===== src/rtl/reg_id_ex.sv =====
// ID/EX pipeline register with load-use hazard detection, bubble insertion on
// stall or flush, and a saturating count of inserted bubbles.
module reg_id_ex (
  input  logic        clk,
  input  logic        reset,
  input  logic        valid_i,
  input  logic [31:0] pc_plus4_i,
  input  logic [31:0] rs_data_i,
  input  logic [31:0] rt_data_i,
  input  logic [31:0] imm_i,
  input  logic [4:0]  rs_i,
  input  logic [4:0]  rt_i,
  input  logic [4:0]  rd_i,
  input  logic        MemRd_i,
  input  logic        MemWr_i,
  input  logic        Branch_i,
  input  logic        RegWr_i,
  input  logic        ALUSrc_i,
  input  logic [1:0]  MemtoReg_i,
  input  logic [1:0]  PCSrc_i,
  input  logic [1:0]  RegDst_i,
  input  logic [4:0]  ALUCtl_i,
  input  logic        flush_i,
  output logic        valid_o,
  output logic [31:0] pc_plus4_o,
  output logic [31:0] rs_data_o,
  output logic [31:0] rt_data_o,
  output logic [31:0] imm_o,
  output logic [4:0]  rs_o,
  output logic [4:0]  rt_o,
  output logic [4:0]  rd_o,
  output logic        MemRd_o,
  output logic        MemWr_o,
  output logic        Branch_o,
  output logic        RegWr_o,
  output logic        ALUSrc_o,
  output logic [1:0]  MemtoReg_o,
  output logic [1:0]  PCSrc_o,
  output logic [1:0]  RegDst_o,
  output logic [4:0]  ALUCtl_o,
  output logic        load_use_stall_o,
  output logic [15:0] bubble_cnt_o
);

  typedef struct packed {
    logic        valid;
    logic [31:0] pc_plus4;
    logic [31:0] rs_data;
    logic [31:0] rt_data;
    logic [31:0] imm;
    logic [4:0]  rs;
    logic [4:0]  rt;
    logic [4:0]  rd;
    logic        mem_rd;
    logic        mem_wr;
    logic        branch;
    logic        reg_wr;
    logic        alu_src;
    logic [1:0]  mem_to_reg;
    logic [1:0]  pc_src;
    logic [1:0]  reg_dst;
    logic [4:0]  alu_ctl;
  } stage_t;

  stage_t      stage_d, stage_q;
  logic [15:0] bubble_cnt_d, bubble_cnt_q;
  logic        stall;
  logic        insert_bubble;

  // Valid semantics: valid_i marks a real instruction in ID; valid_o marks a
  // real instruction in EX. There is no back-pressure from EX; the only hold
  // signal is load_use_stall_o, which freezes IF/ID and the PC for one cycle.

  // A load in EX writes rt only; rd and RegDst never create a hazard.
  assign stall = stage_q.valid & stage_q.mem_rd & stage_q.reg_wr &
                 (stage_q.rt != 5'd0) & valid_i &
                 ((stage_q.rt == rs_i) | (stage_q.rt == rt_i)) & ~flush_i;

  assign insert_bubble = flush_i | stall;

  always_comb begin
    stage_d            = '0;
    stage_d.valid      = valid_i;
    stage_d.pc_plus4   = pc_plus4_i;
    stage_d.rs_data    = rs_data_i;
    stage_d.rt_data    = rt_data_i;
    stage_d.imm        = imm_i;
    stage_d.rs         = rs_i;
    stage_d.rt         = rt_i;
    stage_d.rd         = rd_i;
    stage_d.alu_src    = ALUSrc_i;
    stage_d.reg_dst    = RegDst_i;
    stage_d.alu_ctl    = ALUCtl_i;
    // Side-effecting controls are gated by valid so a dead slot cannot act.
    stage_d.mem_rd     = MemRd_i & valid_i;
    stage_d.mem_wr     = MemWr_i & valid_i;
    stage_d.branch     = Branch_i & valid_i;
    stage_d.reg_wr     = RegWr_i & valid_i;
    stage_d.mem_to_reg = MemtoReg_i & {2{valid_i}};
    stage_d.pc_src     = PCSrc_i & {2{valid_i}};
    bubble_cnt_d       = bubble_cnt_q;
    if (insert_bubble) begin
      stage_d = '0;
      if (bubble_cnt_q != 16'hFFFF) begin
        bubble_cnt_d = bubble_cnt_q + 16'd1;
      end
    end
  end

  always_ff @(posedge clk or posedge reset) begin
    if (reset) begin
      stage_q      <= '0;
      bubble_cnt_q <= '0;
    end else begin
      stage_q      <= stage_d;
      bubble_cnt_q <= bubble_cnt_d;
    end
  end

  assign valid_o          = stage_q.valid;
  assign pc_plus4_o       = stage_q.pc_plus4;
  assign rs_data_o        = stage_q.rs_data;
  assign rt_data_o        = stage_q.rt_data;
  assign imm_o            = stage_q.imm;
  assign rs_o             = stage_q.rs;
  assign rt_o             = stage_q.rt;
  assign rd_o             = stage_q.rd;
  assign MemRd_o          = stage_q.mem_rd;
  assign MemWr_o          = stage_q.mem_wr;
  assign Branch_o         = stage_q.branch;
  assign RegWr_o          = stage_q.reg_wr;
  assign ALUSrc_o         = stage_q.alu_src;
  assign MemtoReg_o       = stage_q.mem_to_reg;
  assign PCSrc_o          = stage_q.pc_src;
  assign RegDst_o         = stage_q.reg_dst;
  assign ALUCtl_o         = stage_q.alu_ctl;
  assign load_use_stall_o = stall;
  assign bubble_cnt_o     = bubble_cnt_q;

endmodule


===== config.mk =====
export PLATFORM = sky130hd
export DESIGN_NAME = reg_id_ex
export DESIGN_NICKNAME = d
export VERILOG_FILES = /design/src/rtl/reg_id_ex.sv
export SDC_FILE = /design/constraint.sdc
export NUM_CORES = 1
export LEC_CHECK = 0
export ABC_AREA = 1
export BUFFER_PORTS_ARGS = -buffer_cell sky130_fd_sc_hd__buf_2
export CORE_AREA = 2 2 133 135
export DETAILED_ROUTE_END_ITERATION = 8
export DIE_AREA = 0 0 135 137
export PLACE_DENSITY = 0.72
export SLEW_MARGIN = 10
export SYNTH_ARGS = -nofsm -noshare
export SYNTH_HDL_FRONTEND = slang
export SYNTH_SLANG_ARGS = --single-unit

===== constraint.sdc =====
create_clock -name clk -period 4.75 [get_ports clk]
set_input_delay 0.2375 -clock clk [delete_from_list [all_inputs] [get_ports clk]]
set_output_delay 0.2375 -clock clk [all_outputs]
set_load 0.05 [all_outputs]

==> results.cfg <==
[run_status]
status = complete, no violations

[routing]
wl_mm = 16.6
wl_per_cell_um = 13.1
m1WireLength_mm = 6.48
avgViaCountPerCell = 4.19
first_pass_iters = 4
wl_met3_um = 906
vias = 5323
met2_length_mm = 8.75
drc = 0
maxUsedRoutingLayer = met4
ant_nets = 0
initialDrtViolationCount = 171

[clocking]
cts_tree = yes
htree_levels = 4
clock-sinks = 176
clk_latency_ns = 0.42
clk_pin_slew_worst_paths_ns = 0.07
root_buffer = clkbuf_16
cts_buffers = 17
clockBufferDepth = 2

[cells_and_area]
area_delta_synth_final_pct = 39.8
final_layout_size_suffix_gt1_frac = 0.370
n_fill_cell = 1555
nets = 1195
insertedDiodeCount = 0
final_util = 0.535

[pwr]
power.leakage_nw = 5.69
ir_worst_vdd_mv = 0.258
p_sw_frac = 0.302
p_sw_mw = 1.13
seqPwrFrac = 0.437
p_total_mw = 3.73
p_comb_frac = 0.178
pwr-share-clk = 0.385
power.density_nw_per_um2 = 408
p_int_mw = 2.60

[setup_path]
arrival_ns = 2.74
crit_end = bubble_cnt_o[11]
rr_worst_depth = 10
worst-path-max-fanout = 126
crit_start = rt_o[0]
r2r_start = rt_o[0]
end_kind = flip-flop
cp.required_ns = 5.11
path_class = flip-flop to flip-flop
timing.rr.end = bubble_cnt_o[11]
reg2reg_slack_ns = 2.37
start_kind = flip-flop

[global_routing]
grt_overflow = 0
antenna_found_initial = 0
grt_max_degree = 127
first_global_vias = 5184
grt_first_pass_wirelength_mm = 25.4
grt_use_total = 0.178

[synth]
synth-seq-area-share = 0.674
syn_inst = 681
syn_area_per_cell_um2 = 9.59
yosysWarnings = 0
synth_fp_nets = 845
ys_ff_latch = 176
synth_cell_types = 21
syn_area_um2 = 6530

[sta]
hold_ws_ns = 0.0188
drv_slew = 0
skew_ns = 0.0118
setup_viol = 0
hold_viol = 0
rsz0062_at_grt = no
finalCritPeriodShare = 0.502
fmax_mhz = 420
finalCriticalPeriod_ns = 2.38
worst_slew_pin_slew_ns = 0.961
fin_tns_setup_ns = 0
maxSlewHeadroom = 0.360

[die]
num_rows = 48
die_w_um = 135
start_util = 0.383
die-area_um2 = 18500
num_io_pins = 340
die_h_um = 137
coreArea_um2 = 17100

[hold_path]
hold_class = primary input to flip-flop

[placement]
gp_congestion = 0.888
place_hpwl_mm = 12.1
port_buffers = 339

[job]
cap_violations = 0
[final cells by class]
| type | count | area [µm²] | area share |
|---|---|---|---|
| multi-input cells | 307 | 1330 | 0.146 |
| inverters | 176 | 664 | 0.0728 |
| flip-flops and latches | 176 | 4400 | 0.483 |
| clock buffers | 19 | 443 | 0.0485 |
| well taps | 225 | 282 | 0.0308 |
| clock inverters | 13 | 174 | 0.0191 |
| repair buffers | 353 | 1830 | 0.200 |
[per-stage QoR]
step	area [µm²]	worst slack, ns	std cells
after global placement	8410	2.39	1227
after floorplan	6530	2.26	681
after detailed placement	8410	2.35	1227
final	9130	2.37	1269
after global routing	9130	2.11	1269
after CTS	9120	2.33	1268
[cells by family (layout without fill, tap and decap cells)]
group	count (synthesis)	after routing	share of synthesized area
buf+inv	198	561	0.123
simple gates	292	292	0.182
flops	176	176	0.674
xor+xnor	14	14	0.0188
fa+ha+maj	1	1	0.00192
[registers in the layout, summed over array words and instances (netlist names), 2 cells and up]
signal,cells
imm_o,32
rt_data_o,32
pc_plus4_o,32
RegDst_o,2
MemtoReg_o,2
rs_data_o,32
bubble_cnt_o,16
PCSrc_o,2
rs_o,5
ALUCtl_o,5
rt_o,5
rd_o,5
[critical path, cell delays in order (launching register included)]
cell and delay, ns:
dfrtp_1 0.42, nor2_1 0.12, nor2_1 0.05, nor2_1 0.10, nand3_1 0.08, nand2_1 0.07, nand2_2 0.09, nand2_8 0.53
buf_4 0.59, nand3_1 0.12, nand2_1 0.09
[cell usage after synthesis]
master / number / share of area
and2_1: 1 / 0.00096
buf_2: 16 / 0.012
buf_4: 2 / 0.0023
buf_6: 4 / 0.0069
dfrtp_1: 176 / 0.67
ha_1: 1 / 0.0019
inv_1: 171 / 0.098
inv_2: 5 / 0.0029
nand2_1: 76 / 0.044
nand2_2: 1 / 0.00096
nand2_4: 2 / 0.0034
nand3_1: 28 / 0.021
nand4_1: 1 / 0.00096
nand4_4: 1 / 0.0033
nor2_1: 174 / 0.10
nor2_2: 1 / 0.00096
nor3_1: 5 / 0.0038
nor3_2: 1 / 0.0015
nor3b_1: 1 / 0.0012
xnor2_1: 3 / 0.0040
xor2_1: 11 / 0.015
[power by group through the flow]
stage,Clock (mW),Sequential [mW],Combinational (mW)
global route,1.55,1.64,0.712
floorplan,0,1.97,0.154
global placement,0,1.65,0.655
detailed placement,0,1.66,0.661
finish,1.43,1.63,0.663
CTS,1.48,1.63,0.669
[what timing repair did]
item                      in CTS  in global routing
hold endpoints to repair      43                  1
buffers inserted               0                  0
hold buffers                   9                  1
resized for setup              0                  0
[cells in the final DEF (no fill, tap or decap), drive strengths merged]
cell type,instances
nand4,2
dfrtp,176
bufinv,3
nor3,6
nor3b,1
buf,343
nand3,28
nor2,175
ha,1
xor2,11
dlygate4sd3,10
xnor2,3
clkinvlp,6
clkinv,1
inv,179
nand2,79
clkbuf,19
and2,1
[per-layer routing]
| layer | GRT usage | vias to the layer above |
|---|---|---|
| met5 | 0 | - |
| met4 | 0.0839 | 0 |
| met3 | 0.0370 | 28 |
| met2 | 0.318 | 194 |
| met1 | 0.204 | 2482 |
| li1 | - | 2619 |
[worst min path at each step]
stage | start | end | slack [ns] | depth (start not counted)
after floorplan | ALUCtl_i[0] | ALUCtl_o[0] | 0.34 | 2
after global placement | reset | imm_o[10] | 0.39 | 3
after detailed placement | reset | pc_plus4_o[28] | 0.42 | 3
after CTS | imm_i[1] | imm_o[1] | 0.00001 | 3
after global routing | RegDst_i[1] | RegDst_o[1] | 0.002 | 3
final | RegDst_i[1] | RegDst_o[1] | 0.02 | 3
Note: power is estimated with default switching activity, not from simulation.
